### src/rtl/mdu_pkg.sv
// Shared encodings and constants for the multiply/divide unit.
package mdu_pkg;

  localparam logic [2:0] OP_MULT  = 3'b000;
  localparam logic [2:0] OP_MULTU = 3'b001;
  localparam logic [2:0] OP_DIV   = 3'b010;
  localparam logic [2:0] OP_DIVU  = 3'b011;
  localparam logic [2:0] OP_MTHI  = 3'b100;
  localparam logic [2:0] OP_MTLO  = 3'b101;

  localparam int MDU_ITER = 32;

  typedef enum logic [1:0] {
    IDLE = 2'd0,
    RUN  = 2'd1,
    FIX  = 2'd2
  } mdu_state_t;

endpackage

### src/rtl/mdu_step.sv
// One radix-2 iteration: shift-add for multiply, restoring subtract-shift
// for divide. Multiply keeps the multiplier in lo_in and shifts product bits
// into it from the top; divide keeps the dividend/quotient in lo_in and
// shifts quotient bits in from the bottom.
module mdu_step #(
  parameter int WIDTH = 32
) (
  input  logic             mult,
  input  logic [WIDTH:0]   hi_in,
  input  logic [WIDTH-1:0] lo_in,
  input  logic [WIDTH-1:0] opnd,
  output logic [WIDTH:0]   hi_out,
  output logic [WIDTH-1:0] lo_out
);

  logic [WIDTH:0]   sum;
  logic [WIDTH:0]   shifted;
  logic [WIDTH+1:0] diff;

  // Single iteration of either algorithm, selected by mult.
  always_comb begin
    sum     = hi_in + (lo_in[0] ? {1'b0, opnd} : '0);
    shifted = {hi_in[WIDTH-1:0], lo_in[WIDTH-1]};
    diff    = {1'b0, shifted} - {2'b00, opnd};
    hi_out  = '0;
    lo_out  = '0;
    if (mult) begin
      hi_out = {1'b0, sum[WIDTH:1]};
      lo_out = {sum[0], lo_in[WIDTH-1:1]};
    end else if (!diff[WIDTH+1]) begin
      hi_out = diff[WIDTH:0];
      lo_out = {lo_in[WIDTH-2:0], 1'b1};
    end else begin
      hi_out = shifted;
      lo_out = {lo_in[WIDTH-2:0], 1'b0};
    end
  end

endmodule

### src/rtl/mul_div_unit.sv
// Iterative multiply/divide unit holding the architectural HI/LO registers.
// Signed operations run on magnitudes; signs are re-applied in FIX.
//
// state | meaning
// IDLE  | waiting for start; MTHI/MTLO write hi/lo directly
// RUN   | one radix-2 step per cycle, ITER steps
// FIX   | sign correction, hi/lo written, done pulsed on exit
module mul_div_unit
  import mdu_pkg::*;
#(
  parameter int WIDTH = 32,
  parameter int ITER  = MDU_ITER
) (
  input  logic             clk,
  input  logic             rst_n,
  input  logic             start,
  input  logic [2:0]       op,
  input  logic [WIDTH-1:0] a,
  input  logic [WIDTH-1:0] b,
  output logic             busy,
  output logic             done,
  output logic [WIDTH-1:0] hi,
  output logic [WIDTH-1:0] lo
);

  localparam int CW = $clog2(ITER) + 1;

  mdu_state_t state, state_nxt;
  logic             accept;
  logic [WIDTH:0]   acc_hi, step_hi;
  logic [WIDTH-1:0] acc_lo, step_lo, opnd;
  logic             is_mult, neg_res, neg_rem, div_zero;
  logic [CW-1:0]    cnt;

  logic             a_neg, b_neg;
  logic [WIDTH-1:0] a_mag, b_mag;
  logic [2*WIDTH-1:0] prod, prod_fix;
  logic [WIDTH-1:0] quo_fix, rem_fix;

  mdu_step #(.WIDTH(WIDTH)) u_step (
    .mult   (is_mult),
    .hi_in  (acc_hi),
    .lo_in  (acc_lo),
    .opnd   (opnd),
    .hi_out (step_hi),
    .lo_out (step_lo)
  );

  // Operand magnitudes; op[0]=0 selects the signed variants.
  always_comb begin
    a_neg = ~op[0] & a[WIDTH-1];
    b_neg = ~op[0] & b[WIDTH-1];
    a_mag = a_neg ? -a : a;
    b_mag = b_neg ? -b : b;
  end

  // Sign-corrected results; a zero divisor leaves the all-ones quotient as is.
  always_comb begin
    prod     = {acc_hi[WIDTH-1:0], acc_lo};
    prod_fix = neg_res ? -prod : prod;
    quo_fix  = (neg_res && !div_zero) ? -acc_lo : acc_lo;
    rem_fix  = neg_rem ? -acc_hi[WIDTH-1:0] : acc_hi[WIDTH-1:0];
  end

  // Next-state logic.
  always_comb begin
    state_nxt = state;
    accept    = 1'b0;
    case (state)
      IDLE: begin
        if (start && !op[2]) begin
          state_nxt = RUN;
          accept    = 1'b1;
        end
      end
      RUN: begin
        if (cnt == CW'(ITER - 1)) state_nxt = FIX;
      end
      FIX:     state_nxt = IDLE;
      default: state_nxt = IDLE;
    endcase
  end

  // State register.
  always_ff @(posedge clk or negedge rst_n) begin
    if (!rst_n) state <= IDLE;
    else        state <= state_nxt;
  end

  // Datapath, architectural HI/LO and registered status outputs.
  always_ff @(posedge clk or negedge rst_n) begin
    if (!rst_n) begin
      acc_hi   <= '0;
      acc_lo   <= '0;
      opnd     <= '0;
      is_mult  <= 1'b0;
      neg_res  <= 1'b0;
      neg_rem  <= 1'b0;
      div_zero <= 1'b0;
      cnt      <= '0;
      hi       <= '0;
      lo       <= '0;
      busy     <= 1'b0;
      done     <= 1'b0;
    end else begin
      busy <= (state_nxt != IDLE);
      done <= (state == FIX);
      if (accept) begin
        acc_hi   <= '0;
        acc_lo   <= op[1] ? a_mag : b_mag;
        opnd     <= op[1] ? b_mag : a_mag;
        is_mult  <= ~op[1];
        neg_res  <= a_neg ^ b_neg;
        neg_rem  <= a_neg;
        div_zero <= (b == '0);
        cnt      <= '0;
      end else if (state == RUN) begin
        acc_hi <= step_hi;
        acc_lo <= step_lo;
        cnt    <= cnt + 1'b1;
      end
      if (state == FIX) begin
        if (is_mult) begin
          hi <= prod_fix[2*WIDTH-1:WIDTH];
          lo <= prod_fix[WIDTH-1:0];
        end else begin
          hi <= rem_fix;
          lo <= quo_fix;
        end
      end else if (state == IDLE && start) begin
        if (op == OP_MTHI) hi <= a;
        if (op == OP_MTLO) lo <= a;
      end
    end
  end

endmodule

### config.mk
export PLATFORM = sky130hd
export DESIGN_NAME = mul_div_unit
export DESIGN_NICKNAME = d
export VERILOG_FILES = /design/src/rtl/mdu_pkg.sv /design/src/rtl/mdu_step.sv /design/src/rtl/mul_div_unit.sv
export SDC_FILE = /design/constraint.sdc
export NUM_CORES = 1
export LEC_CHECK = 0
export CAP_MARGIN = 15
export CORE_ASPECT_RATIO = 0.7
export CORE_MARGIN = 2
export CORE_UTILIZATION = 50
export DETAILED_ROUTE_END_ITERATION = 16
export PLACE_DENSITY = 0.74
export SYNTH_ARGS = -nofsm -noshare
export SYNTH_HDL_FRONTEND = slang
export SYNTH_SLANG_ARGS = --single-unit
export TNS_END_PERCENT = 20
### constraint.sdc
create_clock -name clk -period 10.6 [get_ports clk]
set_input_delay 2.12 -clock clk [delete_from_list [all_inputs] [get_ports clk]]
set_output_delay 2.12 -clock clk [all_outputs]
set_load 0.05 [all_outputs]
==> impl_metrics.ini <==
[yosys]
synthCells = 1878
ys_seq_area_frac = 0.293
yosys_register_bits = 175
synth_top_area_share = 0.293
ys_types = 76
ys.flop_type = dfrtp_1
syn_avg_cell_area_um2 = 7.97
synth_area_leader_cell = dfrtp_1
synth_edf_count = 0
synthArstFlopShare = 1.00
synth_area_leaders = dfrtp_1 (29%), mux2i_1 (6.6%), o21ai_0 (6.5%), ha_1 (5.8%), xnor2_1 (5.4%)
syn-cell-area_um2 = 15000
syn_nets = 2019
ys.warnings.count = 0

[timing]
tns_ns = 0
fmax_mhz = 191
fin_crit_ns = 5.24
clock_skew_ns = 0.0119
relSlewSlack = 0.241
whs_ns = 0.497
setup_slack_ns = 5.36
hold_viol = 0
period_share = 0.494
worstMarginPinSlew_ns = 1.13
rsz0062_at_grt = no
setup_violations = 0
slew_violations = 0

[power_and_ir_drop]
irDropWorstVdd_mv = 0.153
leakagePower_nw = 7.22
power.density_nw_per_um2 = 298

[clock_network]
clk_path_buf_depth = 2
cts_tree = built
root_buffer = clkbuf_16
clkTransAtPathRegs_ns = 0.07
cts.sinks = 175
cts_buffers = 17
postCtsResizedCells = 0
ctsHoldBuffers = 0
post_cts_buffers = 0
clk_latency_ns = 0.46
ctsHtreeMaxLevel = 4

[final_layout]
fillers = 2722
drive_gt1_frac = 0.0454
final_common_cell = nand2_1
stdcell_area_um2 = 17200
syn2layout_area_growth_pct = 14.8
layout_common_cells = nand2_1 (208), o21ai_0 (195), dfrtp_1 (174)
nets = 2087

[floorplanning]
dieArea_um2 = 31300
design.core.area_um2 = 29100
start_util = 0.513
die_w_um = 211
rows = 52
die_h_um = 149
io_pins = 136

[critical_path]
path_class = input pin to flip-flop
r2r_cells = 13
end_kind = flip-flop
crit_arrival_ns = 5.55
critPathMaxFanout = 5
crit_required_ns = 10.92
start_kind = input pin

[place]
dp_hpwl_um = 41400
routabilityCongestion = 0.966
dpl_cell_area_um2 = 16600
pre_cts_ws_ns = 5.03
io_buffer_count = 135

[detailed_routing]
routed-wl-met3_um = 7070
drc = 0
post_drt_wl_per_cell_um = 23.7
wl_met1_um = 24900
num_vias = 15200
antenna_left = 0
top_layer = met4
avgViaCountPerCell = 6.52
routed_wl_um = 55500
dr_wl_met2_um = 21900
initialDrtViolationCount = 2081
drt_pass1_iterations = 6

[grt]
grt_max_degree = 124
antenna_found_initial = 1
grt_util_all_layers = 0.352
grt-ovfl-total = 0
grt_pass1_vias = 13900
grt_pass1_wl_um = 84200

[hold_path]
hold_path_class = flip-flop to flip-flop
min_path_cells = 2

[flow_run]
drv_cap = 0

[outcome]
status = finished, final reports clean
worst max-delay path, cell delays in order:
cell and delay (ns):
clkdlybuf4s50_1 0.50, or4_1 0.63, nor4_1 0.50, nand4b_1 0.51, or3_1 0.60, o31ai_1 0.29
xnor2_1 0.13, o211ai_1 0.17, o21ai_0 0.10
where the power goes:
group          leakage [nW]  total [mW]  internal, mW  switching [mW]
clock                 0.299       0.675         0.345           0.330
sequential             2.09        1.28         0.886           0.397
combinational          4.83        3.16          1.26            1.90
synthesized netlist by cell type (16+ instances only):
cell and count:
a31oi_1 17, nor2b_1 20, nand2b_1 17, nor3_1 30, buf_1 16, xnor2_1 93, o31ai_1 19, mux2i_1 98
a21o_1 33, inv_1 63, nor4_1 16, ha_1 69, clkbuf_1 87, o21ai_0 195, o211ai_1 58, or4_1 16
nand3_1 22, a21oi_1 152, nand2_1 209, nor2_1 162, xor2_1 77, o221ai_1 22, a211oi_1 22, or3_1 27
dfrtp_1 175
path summary, 6_finish.rpt:
| kind | start | slack [ns] | end |
|---|---|---|---|
| hold / removal | opnd[21] | 0.50 | opnd[21] |
| hold reg to reg | opnd[21] | 0.50 | opnd[21] |
| setup / recovery | a[8] | 5.36 | opnd[29] |
| max in group asynchronous | rst_n | 7.17 | is_mult |
| min in group asynchronous | rst_n | 1.81 | acc_hi[4] |
| setup reg to reg | acc_lo[0] | 5.85 | acc_hi[30] |
through the flow:
step / total power [mW] / util / std cells
after detailed placement: 4.33 / 0.568 / 2305
after floorplan: 3.43 / - / 1878
after global routing: 5.44 / 0.589 / 2338
final: 5.12 / 0.589 / 2340
after CTS: 5.02 / 0.589 / 2337
after global placement: 4.26 / 0.568 / 2305
state kept, by name, summed over array words and instances (netlist names):
register / count
is_mult: 1
state: 2
acc_hi: 33
lo: 32
done: 1
cnt: 6
opnd: 32
neg_res: 1
hi: 32
div_zero: 1
acc_lo: 32
busy: 1
neg_rem: 1
metal layers:
metal | global-route usage | vias up
li1 | - | 6942
met1 | 0.528 | 7348
met2 | 0.473 | 866
met3 | 0.107 | 93
met4 | 0.123 | 0
met5 | 0 | -
layout make-up:
type / instances / area (um^2) / area share
antenna: 3 / 7.51 / 0.000437
clock buffer: 18 / 439 / 0.0256
clock inverter: 14 / 169 / 0.00984
inverter: 64 / 241 / 0.0141
multi-input combinational: 1532 / 9960 / 0.580
sequential: 175 / 4380 / 0.255
tap: 378 / 473 / 0.0275
timing repair buffer: 156 / 1510 / 0.0876
logic make-up after synthesis:
logic type | after synthesis | synth area share
muxes | 102 | 0.0686
and+or+nand+nor | 577 | 0.180
AOI/OAI and AO/OA | 612 | 0.255
DFF | 175 | 0.293
xor gates and xnor gates | 170 | 0.0995
buffers and inverters | 171 | 0.0436
adders and majority gates | 71 | 0.0604
Power figures use the tool's default switching activity.
